[src/rtl/fetch_sequencer_pkg.sv]
// Shared definitions for the instruction fetch sequencer: state encoding and
// default widths.
package fetch_sequencer_pkg;

  localparam int BITS_DATA_DEF  = 32;
  localparam int BITS_ADDR_DEF  = 5;
  localparam int STARVE_MAX_DEF = 4;

  // Fetch sequencer states
  //   state   | meaning
  //   ST_BOOT | one cycle after reset, PC forced to 0, decode untouched
  //   ST_RUN  | normal fetch, PCF = PC
  //   ST_DBG  | one-cycle debug ROM read, PCF = dbg_addr, PC held
  typedef enum logic [1:0] {
    ST_BOOT = 2'd0,
    ST_RUN  = 2'd1,
    ST_DBG  = 2'd2
  } fetch_state_e;

  // Counter width able to hold 0..max_cnt (at least one bit).
  function automatic int starve_width(input int max_cnt);
    return (max_cnt < 1) ? 1 : $clog2(max_cnt + 1);
  endfunction

endpackage

[src/rtl/fetch_sequencer_starve_counter.sv]
// Saturating wait counter: how long a debug request has been denied while
// fetch keeps running. Saturation forces the next grant.
module fetch_sequencer_starve_counter
  import fetch_sequencer_pkg::*;
#(
  parameter int STARVE_MAX = STARVE_MAX_DEF
) (
  input  logic clk,
  input  logic rst_n,
  input  logic clr_i,
  input  logic inc_i,
  output logic sat_o
);

  localparam int W = starve_width(STARVE_MAX);
  localparam logic [W-1:0] CNT_MAX = W'(STARVE_MAX);

  logic [W-1:0] cnt_q, cnt_d;

  // Clear wins over increment; increment stops at CNT_MAX.
  always_comb begin
    cnt_d = cnt_q;
    if (clr_i) begin
      cnt_d = '0;
    end else if (inc_i && (cnt_q != CNT_MAX)) begin
      cnt_d = cnt_q + W'(1);
    end
  end

  // Counter register.
  always_ff @(posedge clk or negedge rst_n) begin
    if (!rst_n) begin
      cnt_q <= '0;
    end else begin
      cnt_q <= cnt_d;
    end
  end

  assign sat_o = (cnt_q == CNT_MAX);

endmodule

[src/rtl/fetch_sequencer.sv]
// Instruction fetch sequencer: drives the external ROM address, registers the
// decode-stage instruction, and steals single ROM cycles for debug reads.
module fetch_sequencer
  import fetch_sequencer_pkg::*;
#(
  parameter int BITS_DATA  = BITS_DATA_DEF,
  parameter int BITS_ADDR  = BITS_ADDR_DEF,
  parameter int STARVE_MAX = STARVE_MAX_DEF
) (
  input  logic                 clk,
  input  logic                 rst_n,
  input  logic                 StallF,
  input  logic                 FlushD,
  input  logic                 BranchE,
  input  logic [BITS_ADDR-1:0] PCBranchE,
  input  logic                 dbg_req,
  input  logic [BITS_ADDR-1:0] dbg_addr,
  output logic                 dbg_ack,
  output logic [BITS_DATA-1:0] dbg_data,
  output logic [BITS_ADDR-1:0] PCF,
  input  logic [BITS_DATA-1:0] InstrF,
  output logic [BITS_DATA-1:0] InstrD,
  output logic                 ValidD,
  output logic [BITS_ADDR-1:0] PCD
);

  fetch_state_e         state_q, state_d;
  logic [BITS_ADDR-1:0] pc_q, pc_d;
  logic [BITS_ADDR-1:0] pcd_q, pcd_d;
  logic [BITS_DATA-1:0] instr_q, instr_d;
  logic [BITS_DATA-1:0] dbg_data_q, dbg_data_d;
  logic                 valid_q, valid_d;
  logic                 ack_q, ack_d;
  logic                 grant;
  logic                 starve_sat;
  logic                 starve_inc;
  logic                 starve_clr;

  // A grant needs RUN, a live request, not the ack cycle of the previous read,
  // and either a stalled fetch (free ROM cycle) or an exhausted wait budget.
  assign grant      = (state_q == ST_RUN) && dbg_req && !ack_q && (StallF || starve_sat);
  assign starve_inc = (state_q == ST_RUN) && dbg_req && !grant;
  // Dropping the request also clears, so a new request gets the full budget.
  assign starve_clr = grant || !dbg_req;

  fetch_sequencer_starve_counter #(
    .STARVE_MAX (STARVE_MAX)
  ) u_starve_counter (
    .clk   (clk),
    .rst_n (rst_n),
    .clr_i (starve_clr),
    .inc_i (starve_inc),
    .sat_o (starve_sat)
  );

  // ROM address mux: debug address only during the stolen cycle.
  always_comb begin
    unique case (state_q)
      ST_RUN:  PCF = pc_q;
      ST_DBG:  PCF = dbg_addr;
      default: PCF = '0;
    endcase
  end

  // Next-state for FSM and fetch/decode registers; a branch overrides PC and
  // kills the decode slot in every state.
  always_comb begin
    state_d    = state_q;
    pc_d       = pc_q;
    pcd_d      = pcd_q;
    instr_d    = instr_q;
    valid_d    = valid_q;
    dbg_data_d = dbg_data_q;
    ack_d      = 1'b0;
    unique case (state_q)
      ST_BOOT: begin
        state_d = ST_RUN;
        pc_d    = '0;
      end
      ST_RUN: begin
        if (grant) begin
          state_d = ST_DBG;
        end
        if (!StallF) begin
          pc_d    = pc_q + BITS_ADDR'(1);
          instr_d = InstrF;
          pcd_d   = pc_q;
          valid_d = !FlushD;
        end else if (FlushD) begin
          valid_d = 1'b0;
        end
      end
      ST_DBG: begin
        state_d    = ST_RUN;
        dbg_data_d = InstrF;
        ack_d      = 1'b1;
        if (!StallF || FlushD) begin
          valid_d = 1'b0;
        end
      end
      default: begin
        state_d = ST_BOOT;
      end
    endcase
    if (BranchE) begin
      pc_d    = PCBranchE;
      valid_d = 1'b0;
    end
  end

  // State and output registers.
  always_ff @(posedge clk or negedge rst_n) begin
    if (!rst_n) begin
      state_q    <= ST_BOOT;
      pc_q       <= '0;
      pcd_q      <= '0;
      instr_q    <= '0;
      valid_q    <= 1'b0;
      dbg_data_q <= '0;
      ack_q      <= 1'b0;
    end else begin
      state_q    <= state_d;
      pc_q       <= pc_d;
      pcd_q      <= pcd_d;
      instr_q    <= instr_d;
      valid_q    <= valid_d;
      dbg_data_q <= dbg_data_d;
      ack_q      <= ack_d;
    end
  end

  assign InstrD   = instr_q;
  assign ValidD   = valid_q;
  assign PCD      = pcd_q;
  assign dbg_ack  = ack_q;
  assign dbg_data = dbg_data_q;

endmodule

[config.mk]
export PLATFORM = sky130hd
export DESIGN_NAME = fetch_sequencer
export DESIGN_NICKNAME = d
export VERILOG_FILES = /design/src/rtl/fetch_sequencer_pkg.sv /design/src/rtl/fetch_sequencer_starve_counter.sv /design/src/rtl/fetch_sequencer.sv
export SDC_FILE = /design/constraint.sdc
export NUM_CORES = 1
export LEC_CHECK = 0
export CORE_MARGIN = 5
export CORE_UTILIZATION = 48
export DETAILED_ROUTE_END_ITERATION = 16
export GPL_ROUTABILITY_DRIVEN = 0
export PLACE_DENSITY = 0.86
export REMOVE_ABC_BUFFERS = 1
export SYNTH_ARGS = -nofsm -noshare
export SYNTH_HDL_FRONTEND = slang
export SYNTH_HIERARCHICAL = 1
export SYNTH_SLANG_ARGS = --single-unit
[constraint.sdc]
create_clock -name clk -period 4.3 [get_ports clk]
set_input_delay 0.86 -clock clk [delete_from_list [all_inputs] [get_ports clk]]
set_output_delay 0.86 -clock clk [all_outputs]
set_load 0.01 [all_outputs]
==> results of run 1 <==
worst paths after layout:
path / end / slack (ps) / cells past startpoint
setup / recovery: PCF[0] / 1320 / 5
hold / removal: PCD[2] / 480 / 2
setup reg to reg: u_starve_counter/cnt_q[0] / 2290 / 8
hold reg to reg: PCD[2] / 480 / 2
max in group asynchronous: pc_q[0] / 2970 / 1
min in group asynchronous: state_q[1] / 660 / 1
synth_stat cells (2+ instances only):
master,n,area (um^2)
mux2_2,32,360
nor3b_1,2,15.0
nor2_1,5,18.8
mux2i_1,3,30.0
a22oi_1,6,45.0
buf_4,2,15.0
inv_1,4,15.0
nor3_1,3,15.0
a21oi_1,7,35.0
dfrtp_1,81,2030
buf_6,3,33.8
ha_1,9,113
nand3_1,2,10.0
o21ai_1,2,10.0
nor2b_1,7,43.8
buf_2,9,45.0
o21ai_0,3,15.0
nand2_1,117,439
nand2b_1,5,31.3
power groups by stage:
stage	logic [uW]	registers [uW]	clock network, uW
2_1_floorplan	648	1470	0
3_3_place_gp	1680	1330	0
3_5_place_dp	1730	1350	0
4_1_cts	1740	1330	631
5_1_grt	1860	1390	667
6_report	1720	1330	627
metal layers:
layer	track usage [%]	vias to the layer above	part of all wire (%)
met4	5.41	0	0.54
met3	4.22	4	6.1
met5	0	-	0
li1	-	1277	-
met2	34.4	89	51
met1	24.6	1336	42
flip-flops by register name, indices dropped and copies added, names as in the netlist:
name / cells
dbg_data: 32
dbg_ack: 1
ValidD: 1
state_q: 2
PCD: 5
pc_q: 5
u_starve_counter/cnt_q: 3
InstrD: 32
worst register-to-register path, cell delays in order, from the launching register on:
cell and delay, ps:
dfrtp_1 400, inv_1 60, ha_1 240, and2_1 170
o21ba_2 210, nand2_1 70, and3_1 200, a21boi_2 240
mux2_4 310
logic make-up (layout without fill, tap and decap cells):
logic type | Yosys count | in the layout | share of synthesized area, %
AO/OA/AOI/OAI | 23 | 23 | 4.41
buffers and inverters | 19 | 146 | 3.25
adder cells (fa/ha/maj) | 9 | 9 | 3.25
AND/OR/NAND/NOR | 148 | 148 | 18.5
flip-flops | 81 | 81 | 58.5
multiplexers | 37 | 37 | 12.0
cell type report:
type / instances / area, um^2 / share of cell area (%)
Inverter: 5 / 18.8 / 0.378
Sequential cell: 81 / 2030 / 40.8
Timing Repair Buffer: 125 / 1240 / 25.0
Tap cell: 99 / 124 / 2.49
Clock inverter: 6 / 88.8 / 1.79
Clock buffer: 10 / 138 / 2.77
Multi-Input combinational cell: 217 / 1330 / 26.7
stage by stage:
step	util (%)	setup WS, ps	total power [uW]	std cells	hold slack, ps
2_1_floorplan	-	1660	2120	303	503
4_1_cts	69.6	1300	3710	543	482
5_1_grt	69.6	1180	3910	543	503
6_report	69.6	1320	3680	543	479
3_3_place_gp	66.4	1390	3010	527	458
3_5_place_dp	66.4	1340	3080	527	461
cell usage in the layout, fill, tap and decap left out, drive strengths merged, types with 4 or more instances in the layout:
| master | instances |
|---|---|
| a21oi | 7 |
| nor2b | 7 |
| nand2b | 5 |
| dfrtp | 81 |
| o21ai | 5 |
| inv | 6 |
| nor3 | 4 |
| mux2 | 34 |
| clkdlybuf4s50 | 122 |
| nand2 | 117 |
| nor2 | 5 |
| a22oi | 6 |
| ha | 9 |
| clkbuf | 10 |
==> flow_metrics.env, run 1 <==
export IMPL_worstPathArrival_ps=2120
export IMPL_cts_buffers=9
export IMPL_path_buf_inv=2
export IMPL_hold_path_class="register to register"
export IMPL_cts_clk_slew_worst_paths_ps=80
export IMPL_n_fill_cell=537
export IMPL_placed_cell_area_um2=4740
export IMPL_drive_above_1_share_pct=13.3
export IMPL_cts_resized=0
export IMPL_regToRegStartpoint="u_starve_counter/cnt_q[0]"
export IMPL_grt_usage_pct=19.7
export IMPL_finalMaxSlewViolations=0
export IMPL_root_buffer="clkbuf_8"
export IMPL_p_int_uw=2430
export IMPL_ys_ff_latch=81
export IMPL_power_static_leakage_uw=0.00225
export IMPL_grt_max_degree=82
export IMPL_p_sw_uw=1240
export IMPL_yosysSeqAreaShare_pct=58.5
export IMPL_skew_ps=13.4
export IMPL_grt_pass1_wl_um=13800
export IMPL_crit_type="register to primary output"
export IMPL_ir_drop_mv=0.429
export IMPL_worst_slew_pin_slew_ps=999
export IMPL_maxCapViolations=0
export IMPL_start_util_pct=48.5
export IMPL_drtIter0Drc=85
export IMPL_hp_start="PCD[2]"
export IMPL_die_height_um=94.9
export IMPL_clock_fmax_mhz=335
export IMPL_syn_area_um2=3460
export IMPL_overflow=0
export IMPL_fin_area_um2=4970
export IMPL_required_ps=3440
export IMPL_min_period_over_period_pct=69.4
export IMPL_die_w_um=94.9
export IMPL_dp_hpwl_um=5970
export IMPL_min_period_ps=2980
export IMPL_startpoint="state_q[1]"
export IMPL_h_tree_depth=3
export IMPL_cp_cell_sequence="inv_1 > ha_1 > a22oi_1 > nor2b_1 > clkdlybuf4s50_1"
export IMPL_finalHoldViolCount=0
export IMPL_cpMaxStageDelayCell="clkdlybuf4s50_1"
export IMPL_route_detailed_drc=0
export IMPL_drt_pre_antenna_iters=5
export IMPL_crit_family="buffers and inverters"
export IMPL_synth_ff_type="dfrtp_1"
export IMPL_pwr_share_clk_pct=17.1
export IMPL_pwr_share_seq_pct=36.2
export IMPL_avgSynthCellArea_um2=10.9
export IMPL_fin_setup_tns_ps=0
export IMPL_syn2layout_area_growth_pct=43.4
export IMPL_n_antenna_cell=0
export IMPL_synth_edff_count=0
export IMPL_antenna_left=0
export IMPL_p_per_area_nw_per_um2=740
export IMPL_io_pins=124
export IMPL_path_max_fanout=10
export IMPL_p_comb_share_pct=46.7
export IMPL_grt_pass1_vias=2783
export IMPL_routed_wl_um=8500
export IMPL_rows=31
export IMPL_cts_tree="yes"
export IMPL_wire_per_inst_um=15.7
export IMPL_outcome="finished clean"
export IMPL_synth_cell_types=34
export IMPL_cp_start_kind="register"
export IMPL_viasPerCell=4.98
export IMPL_clkLatencyLatePin_ps=340
export IMPL_core_area_um2=7140
export IMPL_rsz0062_at_grt="no"
export IMPL_antenna_found_initial=0
export IMPL_portBuffers=123
export IMPL_cts_buffer_depth=2
export IMPL_finish_net_count=496
export IMPL_yosys_warnings=6
export IMPL_syn_inst=317
export IMPL_vias=2706
export IMPL_setup_viol=0
export IMPL_cts_hold_buf=0
export IMPL_crit_path_end_kind="primary output"
export IMPL_die_area_um2=9010
export IMPL_numClockSinks=81
export IMPL_cp_slowest_stage_delay_ps=550
export IMPL_async_flop_share_pct=100
export IMPL_switching_share_pct=33.8
export IMPL_cts_setup_buffers=0
export IMPL_slew_headroom_pct=33.4
Note: power is estimated with default switching activity, not from simulation.
==> run 2, diff against run 1 <==
--- a/config.mk
+++ b/config.mk
@@ -6,10 +6,10 @@
 export NUM_CORES = 1
 export LEC_CHECK = 0
 export CORE_MARGIN = 5
-export CORE_UTILIZATION = 48
+export CORE_UTILIZATION = 45
 export DETAILED_ROUTE_END_ITERATION = 16
 export GPL_ROUTABILITY_DRIVEN = 0
-export PLACE_DENSITY = 0.86
+export PLACE_DENSITY = 0.81
 export REMOVE_ABC_BUFFERS = 1
 export SYNTH_ARGS = -nofsm -noshare
 export SYNTH_HDL_FRONTEND = slang
==> constraint.sdc (replaced) <==
create_clock -name clk -period 2.8 [get_ports clk]
set_input_delay 0.56 -clock clk [delete_from_list [all_inputs] [get_ports clk]]
set_output_delay 0.56 -clock clk [all_outputs]
set_load 0.01 [all_outputs]
==> flow_metrics.env, run 2 (same netlist as run 1, synthesis figures left out) <==
export IMPL_finalPower_uw=5610
export IMPL_die_area_um2=9550
export IMPL_power_static_leakage_uw=0.00226
export IMPL_finalMaxSlewViolations=0
export IMPL_n_antenna_cell=0
export IMPL_rsz0062_at_grt="no"
export IMPL_crit_path_end_kind="primary output"
export IMPL_busiest_layer="met2"
export IMPL_fin_setup_tns_ps=0
export IMPL_cp_slowest_stage_delay_ps=550
export IMPL_cpMaxStageDelayCell="clkdlybuf4s50_1"
export IMPL_numClockSinks=81
export IMPL_drive_above_1_share_pct=13.9
export IMPL_regToRegStartpoint="u_starve_counter/cnt_q[0]"
export IMPL_worstRegToRegCells=8
export IMPL_rows=32
export IMPL_core_area_um2=7610
export IMPL_crit_type="register to primary output"
export IMPL_antenna_left=0
export IMPL_final_cell_mix="clkdlybuf4s50_1, nand2_1, dfrtp_1"
export IMPL_n_fill_cell=625
export IMPL_overflow=0
export IMPL_cp_start_kind="register"
export IMPL_finish_net_count=499
export IMPL_min_period_over_period_pct=92.7
export IMPL_slew_headroom_pct=66.4
export IMPL_start_util_pct=45.5
export IMPL_ir_drop_mv=0.585
export IMPL_skew_ps=9.82
export IMPL_maxCapViolations=0
export IMPL_antenna_found_initial=0
export IMPL_r2r_end="u_starve_counter/cnt_q[0]"
export IMPL_clock_fmax_mhz=385
export IMPL_worstPathArrival_ps=2040
export IMPL_vias=2668
export IMPL_viasPerCell=4.86
export IMPL_grt_pass1_vias=2866
export IMPL_grt_max_degree=44
export IMPL_layout_commonest_cell="clkdlybuf4s50_1"
export IMPL_cts_tree="yes"
export IMPL_routed_wl_um=8360
export IMPL_use_met3_pct=5.14
export IMPL_ff2ff_setup_slack_ps=790
export IMPL_path_max_fanout=7
export IMPL_portBuffers=123
export IMPL_p_per_area_nw_per_um2=1120
export IMPL_cts_buffers=9
export IMPL_finalHoldViolCount=0
export IMPL_grt_pass1_wl_um=13900
export IMPL_cts_buffer_depth=2
export IMPL_outcome="finished clean"
export IMPL_cts_clk_slew_worst_paths_ps=90
export IMPL_hold_path_class="primary input to asynchronous set/reset pin"
export IMPL_met2_usage_pct=31.0
export IMPL_cts_setup_buffers=0
export IMPL_die_height_um=97.7
export IMPL_drtIter0Drc=86
export IMPL_h_tree_depth=3
export IMPL_drt_pre_antenna_iters=4
export IMPL_required_ps=2240
export IMPL_setup_viol=0
export IMPL_min_period_ps=2600
export IMPL_cp_cell_sequence="inv_1 > ha_1 > a22oi_1 > nor2b_1 > clkdlybuf4s50_1"
export IMPL_met1_usage_pct=21.8
export IMPL_root_buffer="clkbuf_8"
export IMPL_worst_slew_pin_slew_ps=504
export IMPL_dp_hpwl_um=6060
export IMPL_grt_usage_pct=18.0
export IMPL_io_pins=124
export IMPL_die_w_um=97.7
export IMPL_wire_per_inst_um=15.2
export IMPL_syn2layout_area_growth_pct=44.4
export IMPL_route_detailed_drc=0
export IMPL_clkLatencyLatePin_ps=350
run 2: changes by cell type in the layout (fill, tap and decap cells not counted), sizes merged:
cell,delta
clkinv,-1
clkinvlp,+1
buf,+3
run 2: routing by layer:
metal	share of wire [%]	up-vias
met5	0	-
met4	0.49	0
met3	5.8	4
met1	43	1299
li1	-	1280
met2	50	85
run 2: stage by stage:
step / util, % / setup WS [ps] / hold slack [ps] / cell area (um^2) / instances
global placement: 62.8 / 487 / 456 / 4780 / 533
finish: 65.7 / 203 / 173 / 5000 / 549
detailed placement: 62.8 / 465 / 462 / 4780 / 533
global route: 65.7 / 31.2 / 189 / 5000 / 549
CTS: 65.7 / 124 / 173 / 5000 / 549
floorplan: - / 460 / 264 / 3370 / 303
run 2: final cells by class:
cell class / instances / area [um^2] / area share [%]
Clock inverter: 6 / 91.3 / 1.83
Tap cell: 102 / 128 / 2.55
Multi-Input combinational cell: 217 / 1330 / 26.6
Inverter: 5 / 18.8 / 0.375
Sequential cell: 81 / 2030 / 40.5
Timing Repair Buffer: 128 / 1280 / 25.6
Clock buffer: 10 / 128 / 2.55
run 2: how the worst max path moves through the flow:
stage	startpoint	endpoint	slack, ps	depth (start not counted)
2_1_floorplan	state_q[0]	PCF[0]	460	4
5_1_grt	state_q[0]	PCF[4]	30	5
4_1_cts	state_q[1]	PCF[1]	120	5
3_3_place_gp	dbg_addr[4]	PCF[4]	490	4
3_5_place_dp	dbg_addr[4]	PCF[4]	470	4
6_report	state_q[0]	PCF[4]	200	5
run 2: worst max-delay path: cells and delay by family, from the launching register on:
family	cells	cell delay [ps]
compound gates	1	130
fa+ha+maj	1	330
buf+inv	2	690
flops	1	430
simple gates	1	130
run 2: power breakdown:
group | internal [uW] | switching, uW | total, uW | leakage, uW
registers | 1720 | 327 | 2040 | 0.000997
clock network | 506 | 430 | 936 | 0.0000991
logic | 1510 | 1120 | 2630 | 0.00116
total | 3730 | 1880 | 5610 | 0.00226
run 2: what timing repair did:
| action | 4_1_cts | 5_1_grt |
|---|---|---|
| hold buffers | 0 | 0 |
| endpoints found under the setup margin | 0 | 2 |
| gates resized for setup | 0 | 1 |
==> run 3, diff against run 2 <==
--- a/config.mk
+++ b/config.mk
@@ -5,11 +5,12 @@
 export SDC_FILE = /design/constraint.sdc
 export NUM_CORES = 1
 export LEC_CHECK = 0
+export CAP_MARGIN = 30
 export CORE_MARGIN = 5
-export CORE_UTILIZATION = 45
+export CORE_UTILIZATION = 48
 export DETAILED_ROUTE_END_ITERATION = 16
 export GPL_ROUTABILITY_DRIVEN = 0
-export PLACE_DENSITY = 0.81
+export PLACE_DENSITY = 0.86
 export REMOVE_ABC_BUFFERS = 1
 export SYNTH_ARGS = -nofsm -noshare
 export SYNTH_HDL_FRONTEND = slang
==> constraint.sdc (replaced) <==
create_clock -name clk -period 3 [get_ports clk]
set_input_delay 0.6 -clock clk [delete_from_list [all_inputs] [get_ports clk]]
set_output_delay 0.6 -clock clk [all_outputs]
set_load 0.01 [all_outputs]
==> flow_metrics.env, run 3 (same netlist as run 1, synthesis figures left out) <==
export IMPL_startpoint="state_q[1]"
export IMPL_required_ps=2400
export IMPL_cts_clk_slew_worst_paths_ps=80
export IMPL_clkLatencyLatePin_ps=350
export IMPL_dp_slack_ps=581
export IMPL_portBuffers=123
export IMPL_path_max_fanout=10
export IMPL_viasPerCell=4.95
export IMPL_cts_tree="yes"
export IMPL_antenna_found_initial=0
export IMPL_drtIter0Drc=112
export IMPL_fin_ws_ps=304
export IMPL_h_tree_depth=3
export IMPL_cts_hold_buf=0
export IMPL_n_fill_cell=570
export IMPL_dp_hpwl_um=6270
export IMPL_die_height_um=94.9
export IMPL_die_area_um2=9010
export IMPL_p_sw_uw=1780
export IMPL_ir_drop_mv=0.565
export IMPL_skew_ps=14.2
export IMPL_crit_path_end_kind="primary output"
export IMPL_antenna_left=0
export IMPL_min_period_over_period_pct=89.9
export IMPL_setup_viol=0
export IMPL_final_cell_mix="clkdlybuf4s50_1, nand2_1, dfrtp_1"
export IMPL_start_util_pct=48.5
export IMPL_crit_type="register to primary output"
export IMPL_grt_usage_pct=20.1
export IMPL_pwr_share_clk_pct=13.8
export IMPL_root_buffer="clkbuf_8"
export IMPL_core_area_um2=7140
export IMPL_finalMaxSlewViolations=0
export IMPL_switching_share_pct=34.9
export IMPL_cts_buffers=9
export IMPL_worstRegToRegCells=8
export IMPL_layout_commonest_cell="clkdlybuf4s50_1"
export IMPL_p_comb_share_pct=48.6
export IMPL_cts_buffer_depth=2
export IMPL_rsz0062_at_grt="no"
export IMPL_cp_start_kind="register"
export IMPL_routed_wl_um=8500
export IMPL_vias=2700
export IMPL_worst_slew_pin_slew_ps=483
export IMPL_power_static_leakage_uw=0.00224
export IMPL_fin_setup_tns_ps=0
export IMPL_regToRegStartpoint="u_starve_counter/cnt_q[0]"
export IMPL_finish_net_count=499
export IMPL_wire_per_inst_um=15.6
export IMPL_hold_path_class="primary input to asynchronous set/reset pin"
export IMPL_grt_max_degree=50
export IMPL_met1_usage_pct=24.0
export IMPL_overflow=0
export IMPL_rows=31
export IMPL_clock_fmax_mhz=371
export IMPL_ff2ff_setup_slack_ps=980
export IMPL_met2_usage_pct=35.5
export IMPL_p_per_area_nw_per_um2=1030
export IMPL_grt_pass1_wl_um=14100
export IMPL_pwr_share_seq_pct=37.6
export IMPL_die_w_um=94.9
export IMPL_cts_resized=0
export IMPL_r2r_end="u_starve_counter/cnt_q[0]"
export IMPL_n_antenna_cell=0
export IMPL_grt_pass1_vias=2895
export IMPL_use_met3_pct=4.94
export IMPL_syn2layout_area_growth_pct=43.0
export IMPL_maxCapViolations=0
export IMPL_finalHoldViolCount=0
export IMPL_route_detailed_drc=0
export IMPL_io_pins=124
export IMPL_worstPathArrival_ps=2100
export IMPL_min_period_ps=2700
export IMPL_drive_above_1_share_pct=13.4
export IMPL_cts_setup_buffers=0
export IMPL_cp_endpoint="PCF[3]"
export IMPL_outcome="finished clean"
export IMPL_p_int_uw=3320
export IMPL_numClockSinks=81
export IMPL_drt_pre_antenna_iters=4
export IMPL_busiest_layer="met2"
export IMPL_slew_headroom_pct=67.8
-- run 3: power groups by stage --
stage / Clock, uW / Combinational (uW) / Sequential [uW]
after global placement: 0 / 2430 / 1900
after floorplan: 0 / 929 / 2110
after CTS: 718 / 2510 / 1920
after global routing: 765 / 2690 / 1990
after detailed placement: 0 / 2500 / 1940
final: 703 / 2470 / 1920
-- run 3: through the flow --
stage / hold WS, ps / total power [uW] / util, % / std cells / instance area [um^2]
2_1_floorplan: 304 / 3040 / - / 303 / 3370
3_3_place_gp: 458 / 4330 / 66.6 / 529 / 4750
3_5_place_dp: 465 / 4440 / 67.0 / 530 / 4780
4_1_cts: 201 / 5150 / 69.4 / 546 / 4950
5_1_grt: 225 / 5450 / 69.4 / 546 / 4950
6_report: 199 / 5090 / 69.4 / 546 / 4950
-- run 3: cell type report --
| class | instances | area, um^2 | area share (%) |
|---|---|---|---|
| well taps | 99 | 124 | 2.50 |
| flip-flops and latches | 81 | 2030 | 40.9 |
| multi-input cells | 217 | 1330 | 26.8 |
| repair buffers | 128 | 1290 | 26.0 |
| inverters | 5 | 18.8 | 0.379 |
| clock inverters | 5 | 40.0 | 0.808 |
| clock buffers | 11 | 131 | 2.65 |
-- run 3: worst min-delay path by stage --
stage | start | end | slack [ps]
2_1_floorplan | rst_n | InstrD[0] | 300
3_3_place_gp | InstrD[28] | InstrD[28] | 460
3_5_place_dp | InstrD[29] | InstrD[29] | 460
4_1_cts | rst_n | u_starve_counter/cnt_q[0] | 200
5_1_grt | rst_n | u_starve_counter/cnt_q[0] | 230
6_report | rst_n | u_starve_counter/cnt_q[0] | 200
-- run 3: per-layer routing --
| metal | vias up | wire (um) |
|---|---|---|
| met1 | 1319 | 3480 |
| met3 | 13 | 550 |
| met2 | 91 | 4330 |
| met5 | - | 0 |
| met4 | 0 | 131 |
| li1 | 1277 | - |
-- run 3: worst max-delay path, cell delays in order (launching register included) --
cell             delay [ps]
dfrtp_1                 430
inv_1                   130
ha_1                    350
a22oi_1                 150
nor2b_1                 150
clkdlybuf4s50_1         550
